## config.mk

```make
export PLATFORM = sky130hd
export DESIGN_NAME = alu_operand_sequencer
export DESIGN_NICKNAME = d
export VERILOG_FILES = /design/src/rtl/alu_operand_sequencer.sv
export SDC_FILE = /design/constraint.sdc
export NUM_CORES = 1
export LEC_CHECK = 0
export CAP_MARGIN = 0
export CORE_MARGIN = 1.5
export CORE_UTILIZATION = 55
export DETAILED_ROUTE_END_ITERATION = 10
export DONT_BUFFER_PORTS = 1
export MAX_ROUTING_LAYER = met4
export PLACE_DENSITY = 0.78
export SLEW_MARGIN = 40
export SYNTH_ARGS = -nofsm -noshare
export SYNTH_HDL_FRONTEND = slang
export SYNTH_SLANG_ARGS = --single-unit
```

## constraint.sdc

```tcl
create_clock -name clk -period 1.8 [get_ports clk]
set_input_delay 0.36 -clock clk [delete_from_list [all_inputs] [get_ports clk]]
set_output_delay 0.36 -clock clk [all_outputs]
set_load 0.1 [all_outputs]
```

## src/rtl/alu_operand_sequencer.sv

```systemverilog
// alu_operand_sequencer: upstream feeder for the 6-bit mini ALU.
// Collects operand A, operand B and the function code, one word at a time,
// from a shared valid/ready input stream. It holds them on the ALU input pins,
// waits a programmable settle time, then captures the ALU result and presents
// it on a valid/ready output channel. It also counts completed result handshakes.
//
// Ports:
//   clk, reset                     rising-edge clock, async active-high reset
//   in_data/in_valid/in_ready      shared operand/opcode input stream
//   alu_a/alu_b/alu_fxn            registered drives to the ALU inputs
//   alu_result                     combinational ALU finalresult
//   res_data/res_valid/res_ready   captured-result output stream
//   busy                           high whenever not waiting for operand A
//   op_count                       completed result handshakes, wrapping
module alu_operand_sequencer #(
  parameter int unsigned DATA_W        = 6,
  parameter int unsigned FXN_W         = 3,
  parameter int unsigned SETTLE_CYCLES = 1,
  parameter int unsigned CNT_W         = 8
) (
  input  logic              clk,
  input  logic              reset,
  input  logic [DATA_W-1:0] in_data,
  input  logic              in_valid,
  output logic              in_ready,
  output logic [DATA_W-1:0] alu_a,
  output logic [DATA_W-1:0] alu_b,
  output logic [FXN_W-1:0]  alu_fxn,
  input  logic [DATA_W-1:0] alu_result,
  output logic [DATA_W-1:0] res_data,
  output logic              res_valid,
  input  logic              res_ready,
  output logic              busy,
  output logic [CNT_W-1:0]  op_count
);

  localparam int unsigned SET_W = 4;

  typedef enum logic [2:0] {
    S_A      = 3'd0,
    S_B      = 3'd1,
    S_FXN    = 3'd2,
    S_SETTLE = 3'd3,
    S_OUT    = 3'd4
  } state_t;

  state_t              state_q, state_d;
  logic [DATA_W-1:0]   alu_a_q, alu_a_d;
  logic [DATA_W-1:0]   alu_b_q, alu_b_d;
  logic [FXN_W-1:0]    alu_fxn_q, alu_fxn_d;
  logic [DATA_W-1:0]   res_data_q, res_data_d;
  logic                res_valid_q, res_valid_d;
  logic [CNT_W-1:0]    op_count_q, op_count_d;
  logic [SET_W-1:0]    cnt_q, cnt_d;
  logic                in_ready_q, in_ready_d;
  logic                busy_q, busy_d;
  logic                xfer;

  // Input transfer happens only when the registered ready meets a valid word.
  assign xfer = in_valid && in_ready_q;

  // Next-state and datapath update.
  always_comb begin
    state_d     = state_q;
    alu_a_d     = alu_a_q;
    alu_b_d     = alu_b_q;
    alu_fxn_d   = alu_fxn_q;
    res_data_d  = res_data_q;
    res_valid_d = res_valid_q;
    op_count_d  = op_count_q;
    cnt_d       = cnt_q;
    in_ready_d  = 1'b0;
    busy_d      = 1'b1;

    case (state_q)
      S_A: begin
        if (xfer) begin
          alu_a_d = in_data;
          state_d = S_B;
        end
      end
      S_B: begin
        if (xfer) begin
          alu_b_d = in_data;
          state_d = S_FXN;
        end
      end
      S_FXN: begin
        if (xfer) begin
          alu_fxn_d = in_data[FXN_W-1:0];
          // The cycle in which the new opcode first reaches the ALU pins is
          // followed by SETTLE_CYCLES full settle cycles, so the result is
          // registered SETTLE_CYCLES+1 edges after the opcode edge.
          cnt_d     = SET_W'(SETTLE_CYCLES);
          state_d   = S_SETTLE;
        end
      end
      S_SETTLE: begin
        if (cnt_q == '0) begin
          res_data_d  = alu_result;
          res_valid_d = 1'b1;
          state_d     = S_OUT;
        end else begin
          cnt_d = cnt_q - SET_W'(1);
        end
      end
      S_OUT: begin
        if (res_ready) begin
          res_valid_d = 1'b0;
          op_count_d  = op_count_q + CNT_W'(1);
          state_d     = S_A;
        end
      end
      default: state_d = S_A;
    endcase

    // Handshake flags are registered, decoded from the upcoming state.
    in_ready_d = (state_d == S_A) || (state_d == S_B) || (state_d == S_FXN);
    busy_d     = (state_d != S_A);
  end

  // State and output registers.
  always_ff @(posedge clk or posedge reset) begin
    if (reset) begin
      state_q     <= S_A;
      alu_a_q     <= '0;
      alu_b_q     <= '0;
      alu_fxn_q   <= '0;
      res_data_q  <= '0;
      res_valid_q <= 1'b0;
      op_count_q  <= '0;
      cnt_q       <= '0;
      in_ready_q  <= 1'b1;
      busy_q      <= 1'b0;
    end else begin
      state_q     <= state_d;
      alu_a_q     <= alu_a_d;
      alu_b_q     <= alu_b_d;
      alu_fxn_q   <= alu_fxn_d;
      res_data_q  <= res_data_d;
      res_valid_q <= res_valid_d;
      op_count_q  <= op_count_d;
      cnt_q       <= cnt_d;
      in_ready_q  <= in_ready_d;
      busy_q      <= busy_d;
    end
  end

  assign in_ready  = in_ready_q;
  assign alu_a     = alu_a_q;
  assign alu_b     = alu_b_q;
  assign alu_fxn   = alu_fxn_q;
  assign res_data  = res_data_q;
  assign res_valid = res_valid_q;
  assign busy      = busy_q;
  assign op_count  = op_count_q;

endmodule

```

==> flow_metrics.env <==
export IMPL_synth_net_count=147
export IMPL_fillCellCount=217
export IMPL_worstSetupEndpointType="flip-flop"
export IMPL_final_area_um2=2049
export IMPL_grt_ovfl_total=0
export IMPL_numCtsBuffers=5
export IMPL_finalSetupViolCount=0
export IMPL_clk_pin_slew_worst_paths_ns=0.12
export IMPL_antenna_found_initial=0
export IMPL_netlist_area_um2=1727
export IMPL_slowest_delay_ns=0.44
export IMPL_rsz0062_at_grt="yes"
export IMPL_core_area_um2=3028
export IMPL_grt_pass1_wl_mm=5.347
export IMPL_min_path_type="in -> reg"
export IMPL_setup_ws_ns=0.02116
export IMPL_skew_ns=0.009872
export IMPL_placed_cell_area_um2=1908
export IMPL_rows=20
export IMPL_fp_dieW_um=59.03
export IMPL_grt_max_degree=16
export IMPL_synthCells=128
export IMPL_synth_area_per_cell_um2=13.49
export IMPL_drt_initial_drc_count=33
export IMPL_yosys_warnings=0
export IMPL_drv_slew=0
export IMPL_cts_tree="yes"
export IMPL_post_place_ws_ns=0.04760
export IMPL_max_slew_margin_rel_pct=40.49
export IMPL_fin_crit_sh_pct=98.82
export IMPL_fmax_mhz=562.2
export IMPL_cts_root_buffer="clkbuf_4"
export IMPL_die_area_um2=3485
export IMPL_drc_errors=0
export IMPL_cts_max_level=2
export IMPL_vias_per_cell=5.513
export IMPL_hpwl_mm=2.387
export IMPL_slowest_stage="dfrtp_1"
export IMPL_clk_path_buf_depth=2
export IMPL_wl_mm=3.292
export IMPL_final_cells=197
export IMPL_crit_buf_inv=1
export IMPL_nets=171
export IMPL_first_pass_iters=4
export IMPL_grt_pass1_vias=1134
export IMPL_final_cell_mix="mux2_2, dfrtp_1, buf_4"
export IMPL_crit_path_max_fanout=6
export IMPL_clock_latency_ns=0.34
export IMPL_ys_ff_latch=39
export IMPL_max_cap_viol_count=0
export IMPL_groute_usage_overall_pct=21.82
export IMPL_criticalPathCategory="reg -> reg"
export IMPL_final_common_cell="mux2_2"
export IMPL_area_growth_pct=18.70
export IMPL_vias=1086
export IMPL_initial_utilization_pct=57.02
export IMPL_arrival_ns=2.00
export IMPL_path_delay_family="simple AND/OR/NAND/NOR gates"
export IMPL_ant_nets=0
export IMPL_start_kind="flip-flop"
export IMPL_portBuffers=0
export IMPL_run_status="finished, final reports clean"
export IMPL_hold_violations=0
export IMPL_boundaryPins=48
export IMPL_yosysSeqAreaShare_pct=56.59
export IMPL_crit_chain="inv_2 -> ha_2 -> or3b_4 -> nor2_4 -> mux2_2"
export IMPL_diodes=0
export IMPL_min_period_ns=1.779
export IMPL_critPathRequiredTime_ns=2.02
export IMPL_gp_congestion=0.8481
export IMPL_worstMarginPinSlew_ns=0.8927
export IMPL_placed_cells=185
export IMPL_fin_tns_setup_ns=0
export IMPL_die_h_um=59.03
export IMPL_synth_distinct_cells=35
export IMPL_cts_sink_count=39
export IMPL_drive_above_1_share_pct=52.94
export IMPL_wl_per_cell_um=16.71
worst paths after layout:
check,end,cells after the start,slack (ns),from
worst max-delay path,res_data[2],5,0.02,cnt_q[1]
worst min-delay path,res_data[5],1,0.16,alu_result[5]
worst max register to register,res_data[2],5,0.02,cnt_q[1]
worst min register to register,op_count[6],1,0.51,op_count[6]
max in group asynchronous,alu_a[3],3,0.67,reset
min in group asynchronous,cnt_q[3],2,0.50,reset
final cells by class:
type / count / area (um^2) / area share (%)
Clock buffer: 6 / 51.30 / 2.503
Sequential cell: 39 / 1003 / 48.96
Tap cell: 44 / 55.05 / 2.686
Multi-Input combinational cell: 77 / 714.4 / 34.86
Timing Repair Buffer: 22 / 163.9 / 7.998
Inverter: 7 / 26.28 / 1.282
Clock inverter: 2 / 35.03 / 1.709
Yosys cell counts (all sizes together):
cell type,instances,share of area [%]
and3,1,0.36
a21o,1,0.51
o22ai,1,0.36
and2,2,0.72
a21oi,2,0.58
nand3,1,0.29
mux2,22,14
o211ai,1,0.43
nor2b,1,0.36
nand3b,2,0.87
or3b,2,1.0
nor3b,2,0.87
nor2,1,0.65
o2bb2ai,1,0.51
mux2i,2,1.2
o21ai,5,1.4
xnor2,6,3.0
clkbuf,1,0.22
nand4,5,1.8
or4,1,0.43
and4bb,1,0.72
nor3,3,0.87
ha,3,2.2
dfstp,1,1.5
nand4b,1,0.51
o41ai,1,0.51
buf,4,1.5
and4,1,0.51
nand2,4,0.87
dfrtp,38,55
xor2,1,0.51
nor4,3,3.7
inv,7,1.5
stage by stage:
stage          utilization [%]  hold slack [ns]
2_1_floorplan                -           0.4628
3_3_place_gp             62.98           0.3012
5_1_grt                  67.69           0.1364
6_report                 67.69           0.1604
3_5_place_dp             63.02           0.3311
4_1_cts                  66.20           0.1533
what timing repair did:
item | CTS | global route
pin swaps | 1 | 1
resized for setup | 0 | 5
setup endpoints to repair | 2 | 7
setup buffers | 0 | 2
hold buffers | 1 | 0
hold endpoints to repair | 11 | 0
sequential cells by signal (all words and copies together), names as in the netlist:
name	cells
res_valid	1
cnt_q	4
alu_b	6
in_ready	1
state_q	3
res_data	6
busy	1
alu_a	6
alu_fxn	3
op_count	8
cells by family after synthesis:
| family | share of synthesized area [%] |
|---|---|
| AOI/OAI and AO/OA | 4.348 |
| xor gates and xnor gates | 3.551 |
| buffers and inverters | 3.260 |
| and+or+nand+nor | 14.56 |
| DFF | 56.59 |
| adders and majority gates | 2.174 |
| muxes | 15.51 |
layer usage:
layer / track usage [%] / part of all wire [%] / up-vias / wire length, um
met3: 6.114 / 5.0 / 7 / 163
li1: - / - / 501 / -
met4: 11.04 / 1.9 / 0 / 63
met5: - / 0 / - / 0
met1: 25.40 / 40 / 551 / 1332
met2: 34.60 / 53 / 27 / 1733
Power is not shown: default switching activity piles up to over one toggle a cycle in this logic, so the estimate is an artifact.
